<file path="config.mk">
export PLATFORM = sky130hd
export DESIGN_NAME = ili9341_spi_writer
export DESIGN_NICKNAME = d
export VERILOG_FILES = /design/src/rtl/ili9341_pkg.sv /design/src/rtl/ili9341_byte_fifo.sv /design/src/rtl/ili9341_spi_writer.sv
export SDC_FILE = /design/constraint.sdc
export NUM_CORES = 1
export LEC_CHECK = 0
export BUFFER_PORTS_ARGS = -buffer_cell sky130_fd_sc_hd__buf_2
export CORE_MARGIN = 4
export CORE_UTILIZATION = 30
export DETAILED_ROUTE_END_ITERATION = 12
export SLEW_MARGIN = 20
export SYNTH_ARGS = -nofsm -noshare
export SYNTH_HDL_FRONTEND = slang
export SYNTH_SLANG_ARGS = --single-unit
</file>
<file path="constraint.sdc">
create_clock -name clk -period 3.4 [get_ports clk]
set_clock_uncertainty 0.15 [all_clocks]
set_input_delay 0.51 -clock clk [delete_from_list [all_inputs] [get_ports clk]]
set_output_delay 0.51 -clock clk [all_outputs]
set_load 0.005 [all_outputs]
</file>
<file path="src/rtl/ili9341_pkg.sv">
// Shared types and constants for the ILI9341 SPI byte writer.
// Latency: n/a (declarations only).
// Backpressure: n/a.
// Contents: FSM state enum, {dc, byte} FIFO entry type, D/C line encodings.
package ili9341_pkg;

  typedef enum logic [1:0] {
    ST_IDLE,
    ST_SHIFT,
    ST_HOLD
  } state_t;

  typedef struct packed {
    logic       dc;
    logic [7:0] dat;
  } entry_t;

  localparam logic DC_CMD  = 1'b0;
  localparam logic DC_DATA = 1'b1;

endpackage

</file>
<file path="src/rtl/ili9341_byte_fifo.sv">
// Generic synchronous FIFO with registered occupancy level.
// Latency: a pushed entry is visible at the read port the cycle after the push.
// Backpressure: full blocks pushes; pops while empty are ignored.
// Ports: clk/rst (sync, active-high); push_vld/push_dat in; full out;
//        pop in, pop_dat out (first-word fall-through); empty, level out.
module ili9341_byte_fifo #(
  parameter int DEPTH = 16,
  parameter int WIDTH = 9
) (
  input  logic                       clk,
  input  logic                       rst,
  input  logic                       push_vld,
  input  logic [WIDTH-1:0]           push_dat,
  output logic                       full,
  input  logic                       pop,
  output logic [WIDTH-1:0]           pop_dat,
  output logic                       empty,
  output logic [$clog2(DEPTH):0]     level
);

  localparam int AW = $clog2(DEPTH);
  localparam logic [AW:0] FULL_LVL = (AW+1)'(DEPTH);

  logic [WIDTH-1:0] mem_q [DEPTH];
  logic [AW-1:0]    wr_ptr_q, wr_ptr_d;
  logic [AW-1:0]    rd_ptr_q, rd_ptr_d;
  logic [AW:0]      level_q, level_d;
  logic             do_push, do_pop;

  assign full    = (level_q == FULL_LVL);
  assign empty   = (level_q == '0);
  assign level   = level_q;
  assign pop_dat = mem_q[rd_ptr_q];
  assign do_push = push_vld && !full;
  assign do_pop  = pop && !empty;

  always_comb begin
    wr_ptr_d = wr_ptr_q;
    rd_ptr_d = rd_ptr_q;
    level_d  = level_q;
    if (do_push) wr_ptr_d = wr_ptr_q + 1'b1;
    if (do_pop)  rd_ptr_d = rd_ptr_q + 1'b1;
    case ({do_push, do_pop})
      2'b10:   level_d = level_q + 1'b1;
      2'b01:   level_d = level_q - 1'b1;
      default: level_d = level_q;
    endcase
  end

  // Storage needs no reset: reset empties the FIFO via pointers and level.
  always_ff @(posedge clk) begin
    if (do_push) mem_q[wr_ptr_q] <= push_dat;
  end

  always_ff @(posedge clk) begin
    if (rst) begin
      wr_ptr_q <= '0;
      rd_ptr_q <= '0;
      level_q  <= '0;
    end else begin
      wr_ptr_q <= wr_ptr_d;
      rd_ptr_q <= rd_ptr_d;
      level_q  <= level_d;
    end
  end

endmodule

</file>
<file path="src/rtl/ili9341_spi_writer.sv">
// Buffered mode-0 SPI byte writer for the ILI9341 panel (MSB first, CS streamed).
// Latency: write at edge N -> CS low with bit7 on din from cycle N+2; byte = 16*CLK_DIV cycles.
// Backpressure: wr_ready = !full of the byte FIFO; writes offered while not ready are dropped.
// Ports: clk/rst (sync, active-high); wr_valid/wr_ready/wr_dc/wr_byte producer side;
//        fifo_level, busy status; tft_cs/tft_dc/tft_clk/tft_din panel side (all registered).
// CLK_DIV >= 1 (SCLK half-period in clk cycles), FIFO_DEPTH power of two >= 2, CS_HOLD >= 1.
module ili9341_spi_writer
  import ili9341_pkg::*;
#(
  parameter int CLK_DIV    = 1,
  parameter int FIFO_DEPTH = 16,
  parameter int CS_HOLD    = 2
) (
  input  logic                          clk,
  input  logic                          rst,
  input  logic                          wr_valid,
  output logic                          wr_ready,
  input  logic                          wr_dc,
  input  logic [7:0]                    wr_byte,
  output logic [$clog2(FIFO_DEPTH):0]   fifo_level,
  output logic                          busy,
  output logic                          tft_cs,
  output logic                          tft_dc,
  output logic                          tft_clk,
  output logic                          tft_din
);

  localparam int DW = (CLK_DIV > 1) ? $clog2(CLK_DIV) : 1;
  localparam int HW = (CS_HOLD > 1) ? $clog2(CS_HOLD) : 1;
  localparam logic [DW-1:0] DIV_LAST  = DW'(CLK_DIV - 1);
  localparam logic [HW-1:0] HOLD_LAST = HW'(CS_HOLD - 1);

  entry_t  push_ent, pop_ent;
  logic    fifo_full, fifo_empty, fifo_pop;

  state_t        state_q, state_d;
  logic [2:0]    bit_q, bit_d;
  logic [DW-1:0] div_q, div_d;
  logic [HW-1:0] hold_q, hold_d;
  // Holds the bits still to be sent after the one currently on din.
  logic [6:0]    shift_q, shift_d;
  logic          cs_q, cs_d;
  logic          sclk_q, sclk_d;
  logic          din_q, din_d;
  logic          dc_q, dc_d;
  logic          load;

  assign push_ent = '{dc: wr_dc, dat: wr_byte};

  ili9341_byte_fifo #(
    .DEPTH (FIFO_DEPTH),
    .WIDTH ($bits(entry_t))
  ) u_fifo (
    .clk      (clk),
    .rst      (rst),
    .push_vld (wr_valid),
    .push_dat (push_ent),
    .full     (fifo_full),
    .pop      (fifo_pop),
    .pop_dat  (pop_ent),
    .empty    (fifo_empty),
    .level    (fifo_level)
  );

  assign wr_ready = !fifo_full;
  assign busy     = !fifo_empty || (state_q != ST_IDLE);
  assign tft_cs   = cs_q;
  assign tft_dc   = dc_q;
  assign tft_clk  = sclk_q;
  assign tft_din  = din_q;

  always_comb begin
    state_d = state_q;
    bit_d   = bit_q;
    div_d   = div_q;
    hold_d  = hold_q;
    shift_d = shift_q;
    cs_d    = cs_q;
    sclk_d  = sclk_q;
    din_d   = din_q;
    dc_d    = dc_q;
    load    = 1'b0;

    case (state_q)
      ST_IDLE: begin
        cs_d   = 1'b1;
        sclk_d = 1'b0;
        if (!fifo_empty) load = 1'b1;
      end
      ST_SHIFT: begin
        if (div_q != '0) begin
          div_d = div_q - 1'b1;
        end else begin
          div_d = DIV_LAST;
          if (!sclk_q) begin
            sclk_d = 1'b1;
          end else if (bit_q != '0) begin
            sclk_d  = 1'b0;
            bit_d   = bit_q - 1'b1;
            din_d   = shift_q[6];
            shift_d = {shift_q[5:0], 1'b0};
          end else if (!fifo_empty) begin
            // Chain straight into the next byte: no SCLK gap, CS stays low.
            load = 1'b1;
          end else begin
            sclk_d  = 1'b0;
            hold_d  = HOLD_LAST;
            state_d = ST_HOLD;
          end
        end
      end
      ST_HOLD: begin
        // A byte arriving during hold restarts shifting without releasing CS.
        if (!fifo_empty) begin
          load = 1'b1;
        end else if (hold_q == '0) begin
          cs_d    = 1'b1;
          state_d = ST_IDLE;
        end else begin
          hold_d = hold_q - 1'b1;
        end
      end
      default: state_d = ST_IDLE;
    endcase

    if (load) begin
      state_d = ST_SHIFT;
      cs_d    = 1'b0;
      sclk_d  = 1'b0;
      dc_d    = pop_ent.dc;
      din_d   = pop_ent.dat[7];
      shift_d = pop_ent.dat[6:0];
      bit_d   = 3'd7;
      div_d   = DIV_LAST;
    end
  end

  assign fifo_pop = load;

  always_ff @(posedge clk) begin
    if (rst) begin
      state_q <= ST_IDLE;
      bit_q   <= '0;
      div_q   <= '0;
      hold_q  <= '0;
      shift_q <= '0;
      cs_q    <= 1'b1;
      sclk_q  <= 1'b0;
      din_q   <= 1'b0;
      dc_q    <= 1'b0;
    end else begin
      state_q <= state_d;
      bit_q   <= bit_d;
      div_q   <= div_d;
      hold_q  <= hold_d;
      shift_q <= shift_d;
      cs_q    <= cs_d;
      sclk_q  <= sclk_d;
      din_q   <= din_d;
      dc_q    <= dc_d;
    end
  end

endmodule

</file>
==> flow_summary.toml <==
[critical_path]
crit_required_ps = 3580
path_cells = "or4_4 -> o22ai_4 -> inv_4 -> ha_1 -> ha_1 -> inv_1 -> or3_1 -> a221o_1 -> o221ai_1"
critPathKind = "flop to flop"
cp_top_family = "simple AND/OR/NAND/NOR gates"
worst-path-max-fanout = 11
cp.arrival_ps = 3290
startpoint_type = "flop"
critPathBufInv = 2
r2r-start = "u_fifo.level[1]"
critPathLaunch = "u_fifo.level[1]"
path_depth = 9
end_kind = "flop"
critPathSlowestCell = "or4_4"
reg2regPathDepth = 9
cpMostUsedCell = "ha_1"
slowest_delay_ps = 650

[min_path]
hp-class = "input pin to flop"
hold_start = "wr_byte[3]"
hold_path_depth = 1

[floorplan]
start_util_pct = 30.8
core-area_mm2 = 0.0238
fp-row-count = 56
ios = 23
die_x_um = 164
dieArea_mm2 = 0.0270
die_h_um = 164

[timing]
hold-worst-slack_ps = 320
layout_setup_ws_ps = 296
fin_crit_ps = 3100
setup_viol = 0
fmax_mhz = 322
finalHoldViolCount = 0
slew_viol_final = 0
slew_headroom_pct = 44.7
fin_crit_sh_pct = 91.3
rsz0062_at_grt = "no"
tightest_slew_ps = 829
tns_ps = 0

[drt]
first_pass_iters = 5
drtIter0Drc = 355
wl_per_cell_um = 18.2
postRouteAntennaNets = 0
drc = 0
wirelength_um = 14500
vias = 3820
vias_per_cell = 4.78

[cells_and_area]
drive_gt1_share_pct = 29.0
diodes = 0
stdcell_count = 799
fin_util_pct = 35.7
register_area_mm2 = 0.00501
filler_cell_count = 2230
layout.nets = 491
multi_input_area_mm2 = 0.00214
fin_area_mm2 = 0.00848
area_growth_syn_to_layout_pct = 15.9

[yosys]
synth_area_leader_cell = "edfxtp_1"
async_flop_share_pct = 0
yosys-top-cells-area = "edfxtp_1 59%, mux4_2 11%, dfxtp_1 9.3%"
synth_top_area_share_pct = 59.1
syn_area_mm2 = 0.00732
ys.flop_type = "edfxtp_1"
syn_inst = 428
syn-num-nets = 451
ys_ff_latch = 178
synth_cell_types = 55
synth_edf_count = 144
syn_avg_cell_area_um2 = 17.1
ys_seq_area_share_pct = 68.4
ys_warn_count = 0

[place]
hpwlAfterDp_um = 9410
post_dp_cell_area_mm2 = 0.00790
place_ws_ps = 368
io_buffers = 22
globalplace.congestion = 0.800
dp_cells = 768

[global_route]
grt_pass1_wl_um = 22600
antenna_found_initial = 0
grt_usage_pct = 11.2
grt_pass1_vias = 3924
grt-ovfl-total = 0
grt_max_degree = 37

[flow_run]
cap_violations = 0

[clock_tree]
clockRootBuffer = "clkbuf_16"
cts.sinks = 178
cts_buffers = 17
htree_levels = 4
holdBufCountCts = 0
clkLatencyLatePin_ps = 420
cts_setup_buffers = 0
cts_buffer_depth = 2
cts_tree = "done"
clk_pin_slew_ps = 70
cts_resized = 0

[pwr]
p_leak_nw = 2.73
ir_drop_mv = 0.358
power.total_mw = 5.75
power_density_mw_per_mm2 = 678

[run_status]
outcome = "finished, final reports clean"
-- sequential cells by signal (all words and copies together), names as in the netlist, named ones only --
register,flops
u_fifo.mem_q,144
shift_q,7
u_fifo.level,5
u_fifo.rd_ptr_q,4
u_fifo.wr_ptr_q,4
bit_q,3
state_q,2
hold_q,1
tft_clk,1
tft_cs,1
tft_dc,1
tft_din,1
-- power breakdown --
group / leakage [nW] / switching (mW) / internal [mW]
Combinational: 0.866 / 0.622 / 0.516
Sequential: 1.58 / 0.166 / 2.51
Clock: 0.287 / 0.832 / 1.10
Total: 2.73 / 1.62 / 4.13
-- Yosys cell counts, drive strengths merged, types with 4 or more instances --
cell type and count:
a211oi 9, xnor2 5, xor2 4, or3 5, o21ai 4, ha 11
mux4 36, mux2i 13, dfxtp 34, mux2 16, inv 13, nor3 8
nand2b 5, nand2 13, a21oi 11, nand3 4, nor2 25, buf 15
edfxtp 144, clkbuf 11, o22ai 9
-- layer usage --
layer,share of wire [%],wire [um],vias up,track usage (%)
li1,-,-,1775,-
met1,48,6910,1960,15.1
met2,48,6980,76,18.2
met3,3.7,532,9,3.14
met4,0.63,92,0,2.33
met5,0,0,-,0
-- cells in the final DEF, fill, tap and decap left out, drive strengths merged, types with 3 or more instances in the layout --
cell | synthesis | layout
dfxtp | 34 | 34
nor3 | 8 | 8
mux2i | 13 | 13
nand2b | 5 | 5
ha | 11 | 11
nand3 | 4 | 4
mux4 | 36 | 36
o21ai | 4 | 4
a21oi | 11 | 11
o22ai | 9 | 9
inv | 13 | 19
nand2 | 13 | 13
clkbuf | 11 | 19
xor2 | 4 | 4
edfxtp | 144 | 144
a211oi | 9 | 9
or3 | 5 | 5
nor2 | 25 | 25
mux2 | 16 | 16
a211o | 3 | 3
buf | 15 | 47
clkinv | 0 | 4
xnor2 | 5 | 5
-- cells by family after synthesis --
family          Yosys count  share of synthesized area [%]
compound gates           56                           6.02
xor+xnor                  9                           1.08
fa+ha+maj                11                           1.88
buf+inv                  39                           2.55
flops                   178                           68.4
mux                      65                           15.3
simple gates             70                           4.80
-- path summary, 6_finish.rpt --
kind,end,slack (ps)
worst max-delay path,u_fifo.level[3],300
worst min-delay path,u_fifo.mem_q[12][3],320
worst max register to register,u_fifo.level[3],300
worst min register to register,u_fifo.rd_ptr_q[3],340
-- cell type report --
class	count	area share, %
timing repair buffer	47	3.66
tap	319	4.70
inverter	13	0.605
multi-input combinational	211	25.2
clock inverter	12	1.75
clock buffer	19	5.10
sequential	178	59.0
Power figures use the tool's default switching activity.
